==> src/rtl/mb_bus_cycle.sv <==
// Sequences one Amiga-side 68000 bus cycle for each decoded motherboard access from the
// accelerator CPU. The cycle ends on DTACK, 6800 DTACK, BERR, timeout or a CPU abort.
module mb_bus_cycle #(
  parameter int unsigned SYNC_STAGES    = 2,
  parameter int unsigned TIMEOUT_CYCLES = 255
) (
  input  logic C7M,
  input  logic RESET_n,
  input  logic AS_CPU_n,
  input  logic RW_CPU,
  input  logic UDS_CPU_n,
  input  logic LDS_CPU_n,
  input  logic SEL_MB,
  input  logic DTACK_MB_n,
  input  logic M6800_DTACK_n,
  input  logic BERR_MB_n,
  output logic AS_MB_n,
  output logic UDS_MB_n,
  output logic LDS_MB_n,
  output logic RW_MB,
  output logic OE_DATA_n,
  output logic LATCH_DATA,
  output logic DTACK_CPU_n,
  output logic BERR_CPU_n,
  output logic BUSY
);

  localparam logic [2:0] S_IDLE = 3'd0;
  localparam logic [2:0] S_ADDR = 3'd1;
  localparam logic [2:0] S_DS   = 3'd2;
  localparam logic [2:0] S_WAIT = 3'd3;
  localparam logic [2:0] S_TERM = 3'd4;
  localparam logic [2:0] S_ACK  = 3'd5;
  localparam logic [2:0] S_REC  = 3'd6;

  localparam logic [7:0] TIMEOUT_LAST = 8'(TIMEOUT_CYCLES - 1);

  logic [SYNC_STAGES-1:0] r_as_sync;
  logic                   w_as_s;
  logic [2:0]             r_state;
  logic [2:0]             w_state_d;
  logic [7:0]             r_count;
  logic [7:0]             w_count_d;
  logic                   r_err;
  logic                   w_err_d;
  logic                   r_rw;
  logic                   r_uds;
  logic                   r_lds;
  logic                   w_start;

  // Synchroniser idles high so a reset never looks like a pending access.
  always_ff @(posedge C7M or negedge RESET_n) begin
    if (!RESET_n) r_as_sync <= '1;
    else          r_as_sync <= {r_as_sync[SYNC_STAGES-2:0], AS_CPU_n};
  end

  assign w_as_s  = r_as_sync[SYNC_STAGES-1];
  assign w_start = (r_state == S_IDLE) && !w_as_s && SEL_MB;

  always_comb begin
    w_state_d = r_state;
    w_count_d = r_count;
    w_err_d   = r_err;
    case (r_state)
      S_IDLE: begin
        if (w_start) begin
          w_state_d = S_ADDR;
          w_count_d = '0;
          w_err_d   = 1'b0;
        end
      end
      S_ADDR: w_state_d = w_as_s ? S_REC : S_DS;
      S_DS:   w_state_d = w_as_s ? S_REC : S_WAIT;
      S_WAIT: begin
        // Bus error outranks any acknowledge arriving on the same edge.
        if (w_as_s) begin
          w_state_d = S_REC;
        end else if (!BERR_MB_n) begin
          w_state_d = S_TERM;
          w_err_d   = 1'b1;
        end else if (!DTACK_MB_n || !M6800_DTACK_n) begin
          w_state_d = S_TERM;
          w_err_d   = 1'b0;
        end else if (r_count == TIMEOUT_LAST) begin
          w_state_d = S_TERM;
          w_err_d   = 1'b1;
        end else begin
          w_count_d = r_count + 8'd1;
        end
      end
      S_TERM: w_state_d = S_ACK;
      S_ACK:  if (w_as_s) w_state_d = S_REC;
      S_REC:  w_state_d = S_IDLE;
      default: w_state_d = S_IDLE;
    endcase
  end

  always_ff @(posedge C7M or negedge RESET_n) begin
    if (!RESET_n) begin
      r_state <= S_IDLE;
      r_count <= '0;
      r_err   <= 1'b0;
      r_rw    <= 1'b1;
      r_uds   <= 1'b1;
      r_lds   <= 1'b1;
    end else begin
      r_state <= w_state_d;
      r_count <= w_count_d;
      r_err   <= w_err_d;
      if (w_start) begin
        r_rw  <= RW_CPU;
        r_uds <= UDS_CPU_n;
        r_lds <= LDS_CPU_n;
      end
    end
  end

  // Outputs decode registered state only, so input changes never reach the bus directly.
  always_comb begin
    AS_MB_n     = 1'b1;
    UDS_MB_n    = 1'b1;
    LDS_MB_n    = 1'b1;
    RW_MB       = 1'b1;
    OE_DATA_n   = 1'b1;
    LATCH_DATA  = 1'b0;
    DTACK_CPU_n = 1'b1;
    BERR_CPU_n  = 1'b1;
    case (r_state)
      S_ADDR: begin
        AS_MB_n   = 1'b0;
        RW_MB     = r_rw;
        OE_DATA_n = 1'b0;
        if (r_rw) begin
          UDS_MB_n = r_uds;
          LDS_MB_n = r_lds;
        end
      end
      S_DS, S_WAIT, S_TERM: begin
        AS_MB_n    = 1'b0;
        RW_MB      = r_rw;
        OE_DATA_n  = 1'b0;
        UDS_MB_n   = r_uds;
        LDS_MB_n   = r_lds;
        LATCH_DATA = (r_state == S_TERM) && r_rw && !r_err;
      end
      S_ACK: begin
        RW_MB       = r_rw;
        OE_DATA_n   = 1'b0;
        DTACK_CPU_n = r_err;
        BERR_CPU_n  = !r_err;
      end
      default: ;
    endcase
  end

  assign BUSY = (r_state != S_IDLE);

endmodule

==> config.mk <==
export PLATFORM = sky130hd
export DESIGN_NAME = mb_bus_cycle
export DESIGN_NICKNAME = d
export VERILOG_FILES = /design/src/rtl/mb_bus_cycle.sv
export SDC_FILE = /design/constraint.sdc
export NUM_CORES = 1
export LEC_CHECK = 0
export BUFFER_PORTS_ARGS = -buffer_cell sky130_fd_sc_hd__buf_2
export CAP_MARGIN = 20
export CORE_MARGIN = 10
export CORE_UTILIZATION = 40
export CTS_BUF_LIST = sky130_fd_sc_hd__clkbuf_2
export DETAILED_ROUTE_END_ITERATION = 8
export PLACE_DENSITY_LB_ADDON = 0.2
export RECOVER_POWER = 100
export SETUP_SLACK_MARGIN = 0.5
export SLEW_MARGIN = 10
export SYNTH_ARGS = -nofsm -noshare
export SYNTH_HDL_FRONTEND = slang
export SYNTH_SLANG_ARGS = --single-unit
==> constraint.sdc <==
create_clock -name C7M -period 1.5 [get_ports C7M]
set_input_delay 0.3 -clock C7M [delete_from_list [all_inputs] [get_ports C7M]]
set_output_delay 0.3 -clock C7M [all_outputs]
set_load 0.1 [all_outputs]
; Yosys cells after proc, flatten, opt, wreduce, memory -nomap -nowiden
; Index checks and enable logic that the tools add are counted.
; W data, S select, Z words.
[word_totals]
register_bits = 17
out_inout_bits = 9
elab_cells = 71
[classes]
n_addsub = 1
n_eq_ne = 14
muxes = 31
reduce_logical = 18
[ops]
columns = operator, count
row1 = $mux W8, 5
row2 = $mux W3, 8
row3 = $pmux W3 S6, 1
row4 = $pmux W8 S2, 1
row5 = $mux W1, 13
row6 = $ne A2 B2 Y1 const B, 6
row7 = $add A8 B1 Y8 const B, 1
row8 = $eq A8 B8 Y1 const B, 1
row9 = $eq A3 B2 Y1 const B, 2
row10 = $eq A3 B3 Y1 const B, 2
row11 = $pmux W1 S2, 3
row12 = $reduce_and A6 Y1, 1
row13 = $ne A5 B5 Y1 const B, 1
row14 = $reduce_or A5 Y1, 1
row15 = $logic_and A1 B1 Y1, 4
row16 = $logic_not A1 Y1, 4
row17 = $ne A4 B4 Y1 const B, 1
row18 = $reduce_and A4 Y1, 1
row19 = $reduce_or A4 Y1, 1
row20 = $eq A3 B1 Y1 const B, 1
row21 = $logic_not A3 Y1, 1
row22 = $reduce_and A3 Y1, 1
row23 = $reduce_bool A3 Y1, 1
row24 = $reduce_or A3 Y1, 1
row25 = 2 further kinds, 2

; Depth between registers and ports, before layout
; Gate-level depths: netlist of run 1.
[logic_depth]
depth_word = 6
ltp_mapped = 7
ltp_nobuf = 6

; Least setup slack after synthesis of run 1
; Ideal clock, no wire load.
[synth_timing]
path_type = flip-flop to output port
start = register r_state[2]
end = output RW_MB
t_arrival_ps = 2939
required_ps = 1200
path_slack_ps = -1739
path_stages_with_launch = 6
path_cell_list = dfrtp_1 > buf_4 > inv_1 > nand2_1 > nand2_1 > or2_1
[synth_between]
elab_chain_cells = 3
[synth_rtl]
columns = item, line
row1 = start: declaration, 40  ; logic [2:0] r_state;
row2 = start signal: assignment, 107  ; r_state <= w_state_d;
row3 = $eq A3 B3 Y1 (tied with other cells), 128  ; case (r_state)
row4 = $reduce_or A5 Y1 (no source line) (*), -
row5 = $mux W1 (*), 128
row6 = end: declaration, 20  ; output logic RW_MB,
; Every way passes the cells marked *; elsewhere a longest branch is shown, timed or not.

; Worst setup path after layout of run 1
[layout_timing]
start = register r_state[2]
end = output DTACK_CPU_n
[layout_between]
elab_chain_cells = 2
[layout_rtl]
columns = item, line
row1 = $eq A3 B3 Y1, 128
row2 = $mux W1, 128
row3 = end: declaration, 23  ; output logic DTACK_CPU_n,
; Every way passes these cells.

==> flow_summary_export.csv, run 1 <==
group,metric,value,unit
sta,holdWs,0.0945,ns
sta,hold_viol,0,
sta,worstMarginPinSlew,0.928,ns
finish,num_antenna_cells,0,
setup_path,slowest_stage,"dfrtp_2",
yosys,ys.flop_type,"dfrtp_1",
sta,period_needed,1.80,ns
cts,cts_root_buf,"clkbuf_2",
cts,cts_max_path_buffers,2,
floorplan,rows,18,
setup_path,rr_worst_depth,6,
yosys,synth.avg_cell_area,9.62,sq um
floorplan,initial_core_util,41.5,%
yosys,ys_seq_area_share,42.8,%
min_path,worstHoldStart,"AS_CPU_n",
grt,grt_max_degree,18,
finish,fin_nets,169,
run_status,status,"complete, but fails checks",
grt,grt.total_usage,12.6,%
yosys,syn_area,1010,sq um
setup_path,start_kind,"flip-flop",
grt,antenna_found_initial,0,
setup_path,crit_start,"r_state[2]",
finish,syn2layout_area_growth,76.8,%
setup_path,worstPathArrival,1.50,ns
job,cap_viol_max_count,0,
setup_path,path_buf_inv,2,
setup_path,endpoint_kind,"output pin",
finish,mostFrequentLayoutCell,"buf_4",
routing,viasPerCell,5.34,
cts,cts_tree,"yes",
floorplan,die-area,4930,sq um
sta,setup_violations,11,
min_path,min_path_type,"input port to flip-flop",
routing,wl,3040,microns
yosys,synthCells,105,
grt,grt_pass1_vias,1061,
setup_path,worst-path-stages,4,
setup_path,crit_type,"flip-flop to output pin",
min_path,holdPathStages,1,
sta,report.final.slew_viol_count,0,
sta,rsz0062_at_grt,"yes",
yosys,ys_warn_count,0,
sta,skew,0.00633,ns
setup_path,r2r-end,"r_err",
floorplan,design.core.area,2430,sq um
yosys,ys_ff_latch,17,
cts,clk_pin_slew,0.16,ns
finish,drive_gt1_share,62.8,%
routing,antenna_left,0,
cts,clock_latency,0.28,ns
sta,relSlewSlack,38.1,%
placed_design,io_buffer_count,18,
cts,clock_sinks,17,
floorplan,fp.dieH,70.2,microns
run_status,violations,"setup timing",
setup_path,path_delay_family,"flip-flops",
cts,htree_num_levels,1,
yosys,async_flop_share,100,%
yosys,synthTopCellsByArea,"dfrtp_1 (30%), dfstp_2 (13%), a31oi_1 (5.6%)",
routing,drt_iter0_markers,46,
setup_path,cp_max_fo,4,
grt,overflow,0,
routing,wl_per_cell,16.3,microns
setup_path,cp.required,1.20,ns
cts,numCtsBuffers,3,
setup_path,rrSetupSlack,-0.21,ns
yosys,synth_top_area_share,29.7,%
setup_path,critPathMaxStageDelay,0.45,ns
finish,layout_common_cells,"buf_4 (18), buf_6 (14), a31oi_1 (9), buf_12 (9)",
placed_design,place.gp.congestion,0.810,
routing,vias,993,
yosys,ys_types,39,
setup_path,crit_chain,"buf_6, nand2b_4, or3_4, buf_12",
floorplan,fp.dieW,70.2,microns
min_path,hold_end,"r_as_sync[0]",
sta,max_clock_freq,556,MHz
placed_design,hpwl,2060,microns
yosys,syn_nets,117,
floorplan,io_pins,19,
sta,timing.final.ws_setup,-0.299,ns
setup_path,reg2reg_from,"r_state[0]",
grt,grt_pass1_wl,5200,microns
routing,dr.pass1.iters,4,
yosys,synth_edf_count,0,
sta,post-route-period-util,120,%
routing,drcViolationCount,0,
yosys,yosysTopAreaCell,"dfrtp_1",
state kept, by name (all words and copies together) (netlist names):
name       flops
r_state        3
r_lds          1
r_uds          1
r_count        8
r_as_sync      2
r_err          1
r_rw           1
worst reg2reg max path, stage by stage (launching register included):
cell and delay, ns:
dfrtp_2 0.47, buf_6 0.14, buf_6 0.13, or3b_1 0.35
a211o_1 0.30, nor2_1 0.12, o22a_1 0.14
cells by family after synthesis:
logic type | synth area share (%)
xor gates and xnor gates | 0.868
AOI/OAI and AO/OA | 20.8
DFF | 42.8
and+or+nand+nor | 22.4
muxes | 5.95
buffers and inverters | 4.71
adders and majority gates | 2.48
how the worst max path moves through the flow:
stage | end | slack (ns)
floorplan | RW_MB | -0.28
global placement | RW_MB | -0.09
finish | DTACK_CPU_n | -0.30
CTS | DTACK_CPU_n | -0.32
global route | LDS_MB_n | -0.37
detailed placement | RW_MB | -0.12
through the flow:
stage               setup slack [ns]  std cells  setup TNS [ns]  util [%]  instance area, sq um
floorplan                     -0.280        105          -0.945         -                  1160
global placement             -0.0909        172          -0.343      62.6                  1520
detailed placement            -0.121        172          -0.538      62.6                  1520
CTS                           -0.324        184           -2.76      71.3                  1730
global route                  -0.369        186           -3.83      73.4                  1790
finish                        -0.299        186           -2.67      73.4                  1790
Yosys cell counts (2+ instances only):
master	instances
a21oi_1	4
a31oi_1	9
and3_1	2
buf_2	2
dfrtp_1	12
dfstp_2	5
ha_1	2
inv_1	5
mux2_1	4
nand2_1	9
nand2b_1	2
nand3_1	9
nor2_1	7
nor2_2	2
o21a_1	3
o21ai_0	4
o22ai_1	2
per-layer routing:
layer  track usage [%]  share of wire (%)  vias to the layer above
met1              13.8                 38                      485
met5                 0                  0                        -
li1                  -                  -                      484
met3              2.68                3.5                        6
met4              3.95                2.1                        0
met2              23.2                 56                       18
repair_timing:
item,4_1_cts,5_1_grt
resized for setup,37,11
endpoints found under the setup margin,24,24
hold buffers,1,0
gates cloned,0,0
setup buffers,7,2
hold endpoints to repair,12,0
pin swaps,7,2
area by class of cell:
| type | instances | area [sq um] |
|---|---|---|
| multi-input cells | 79 | 742 |
| flip-flops and latches | 17 | 437 |
| well taps | 30 | 37.5 |
| clock inverters | 1 | 5.00 |
| repair buffers | 51 | 527 |
| fillers | 167 | 647 |
| clock buffers | 3 | 15.0 |
| inverters | 5 | 22.5 |
Power of run 1 is not shown: default switching activity piles up to over one toggle a cycle in this logic, so the estimate is an artifact.
==> run 2, diff against run 1 <==
--- a/config.mk
+++ b/config.mk
@@ -5,9 +5,9 @@
 export SDC_FILE = /design/constraint.sdc
 export NUM_CORES = 1
 export LEC_CHECK = 0
+export ABC_AREA = 1
 export BUFFER_PORTS_ARGS = -buffer_cell sky130_fd_sc_hd__buf_2
 export CAP_MARGIN = 20
-export CORE_MARGIN = 10
 export CORE_UTILIZATION = 40
 export CTS_BUF_LIST = sky130_fd_sc_hd__clkbuf_2
 export DETAILED_ROUTE_END_ITERATION = 8
==> run 2 against run 1 <==
The run still ends with setup timing left. Sequential share of layout area rose by 0.85 points. Synthesized area rose by 11%. Clock skew barely moved. Die area fell by 39%. Non-clock buffer count fell by 15. Count of clock-buffer cells in the layout did not move. Synthesized cell count rose by 48%. Register-to-register slack improved by 0.06 ns. Final cell count rose by 20%. Via count rose by 13%. Sequential cell count did not move. First-iteration DRC count fell by 59%. Critical endpoint is now LDS_MB_n. Highest routed layer unchanged.
==> flow_summary_export.csv, run 2 <==
group,metric,value,unit
run_status,status,"complete, but fails checks",
run_status,violations,"setup timing",
job,cap_viol_max_count,0,
floorplan,io_pins,19,
finish,finalInstanceArea,1720,sq um
grt,grt_pass1_vias,1011,
yosys,synthCells,155,
cts,cts_max_path_buffers,2,
placed_design,hpwl,2000,microns
finish,mostFrequentLayoutCell,"nand2_1",
grt,overflow,0,
setup_path,crit_type,"flip-flop to output pin",
floorplan,die-area,3030,sq um
floorplan,rows,18,
sta,setup_violations,24,
finish,syn2layout_area_growth,52.7,%
cts,cts_root_buf,"clkbuf_2",
cts,clock_latency,0.31,ns
grt,grt_pass1_wl,4310,microns
finish,largest-register,"r_count",
yosys,synthTopCellsByArea,"dfrtp_1 (27%), nand2_1 (19%), dfstp_2 (12%)",
yosys,ys_warn_count,0,
setup_path,cp_max_fo,4,
yosys,async_flop_share,100,%
yosys,ys_types,26,
yosys,synth_top_area_share,26.7,%
cts,clk_pin_slew,0.17,ns
finish,largest_reg_flops,8,
finish,drive_gt1_share,45.4,%
sta,max_clock_freq,554,MHz
floorplan,design.core.area,2570,sq um
cts,cts_tree,"yes",
routing,viasPerCell,5.00,
sta,period_needed,1.80,ns
yosys,ys_seq_area_share,38.4,%
sta,timing.final.ws_setup,-0.304,ns
setup_path,endpoint_kind,"output pin",
floorplan,fp.dieW,55,microns
setup_path,cp.required,1.20,ns
routing,dr.pass1.iters,4,
yosys,synth.most_common_cell,"nand2_1",
yosys,syn_nets,167,
yosys,netlist_top_cells_count,"nand2_1 (57), nor2_1 (17), inv_1 (14)",
placed_design,place_inst,210,
yosys,ys.flop_type,"dfrtp_1",
cts,numCtsBuffers,3,
routing,drt_iter0_markers,19,
setup_path,worstPathArrival,1.50,ns
yosys,syn_area,1120,sq um
setup_path,rr_worst_depth,10,
grt,grt.total_usage,20.2,%
routing,antenna_left,0,
finish,top_regs,"r_count (8), r_state (3), r_as_sync (2)",
finish,fin_nets,207,
sta,worstMarginPinSlew,0.892,ns
finish,num_antenna_cells,0,
finish,layout_common_cells,"nand2_1 (46), nor2_1 (15), buf_4 (12)",
yosys,ys_ff_latch,17,
setup_path,rrSetupSlack,-0.15,ns
cts,clock_sinks,17,
routing,wl,2610,microns
finish,final_util,66.8,%
min_path,holdPathStages,1,
routing,wl_per_cell,11.7,microns
setup_path,start_kind,"flip-flop",
sta,report.final.slew_viol_count,0,
sta,skew,0.00668,ns
grt,grt_max_degree,18,
placed_design,place.gp.congestion,0.860,
finish,finalNonFillerCells,224,
grt,antenna_found_initial,0,
yosys,synth_edf_count,0,
placed_design,io_buffer_count,18,
min_path,min_path_type,"input port to flip-flop",
sta,hold_viol,0,
sta,post-route-period-util,120,%
yosys,yosysTopAreaCell,"dfrtp_1",
yosys,synth.avg_cell_area,7.25,sq um
routing,vias,1119,
sta,relSlewSlack,40.6,%
sta,rsz0062_at_grt,"yes",
floorplan,initial_core_util,43.8,%
placed_design,place_area,1570,sq um
placed_design,place_ws,0.0238,ns
cts,htree_num_levels,1,
routing,drcViolationCount,0,
floorplan,fp.dieH,55,microns
run 2: critical path: stages, from the launching register on:
cell	delay, ns
dfrtp_2	0.46
nor2_4	0.21
xor2_4	0.22
nor2_2	0.07
nand2_4	0.07
buf_12	0.17
run 2: per-layer routing:
layer | GRT usage (%) | part of all wire [%]
met1 | 27.0 | 46
met2 | 32.5 | 49
met3 | 5.46 | 4.1
met4 | 4.58 | 1.1
met5 | 0 | 0
run 2: worst paths after layout:
kind	to	from
setup / recovery	LDS_MB_n	r_state[0]
hold / removal	r_as_sync[0]	AS_CPU_n
setup reg to reg	r_count[6]	r_state[0]
hold reg to reg	r_as_sync[1]	r_as_sync[0]
max in group asynchronous	r_state[1]	RESET_n
min in group asynchronous	r_count[2]	RESET_n
run 2: kinds of logic (layout without fill, tap and decap cells):
family | after synthesis | in the layout | share of synthesized area [%]
AO/OA/AOI/OAI | 12 | 12 | 7.35
buffers and inverters | 18 | 57 | 6.35
AND/OR/NAND/NOR | 104 | 104 | 44.1
flip-flops | 17 | 17 | 38.4
adder cells (fa/ha/maj) | 2 | 2 | 2.23
XOR/XNOR | 2 | 2 | 1.56
run 2: per-stage QoR:
step                      TNS, ns  hold WS, ns
after floorplan             -2.42      0.00441
after global placement          0        0.240
after detailed placement        0        0.236
after CTS                   -3.02       0.0502
after global routing        -5.71       0.0183
final                       -3.94       0.0651
run 2: cell type report:
type | count | area, sq um
flip-flops and latches | 17 | 434
inverters | 17 | 71.3
clock buffers | 3 | 15.0
well taps | 30 | 37.5
fillers | 217 | 852
multi-input cells | 120 | 769
clock inverters | 1 | 7.51
repair buffers | 36 | 380
run 2: repair_timing:
item                       in CTS  in global routing
pin swaps                       7                  2
setup endpoints to repair      24                 24
setup buffers                   7                  2
hold buffers                    1                  0
hold endpoints to repair       12                  0
resized for setup              14                  3
Power of run 2 is left out for the same reason.
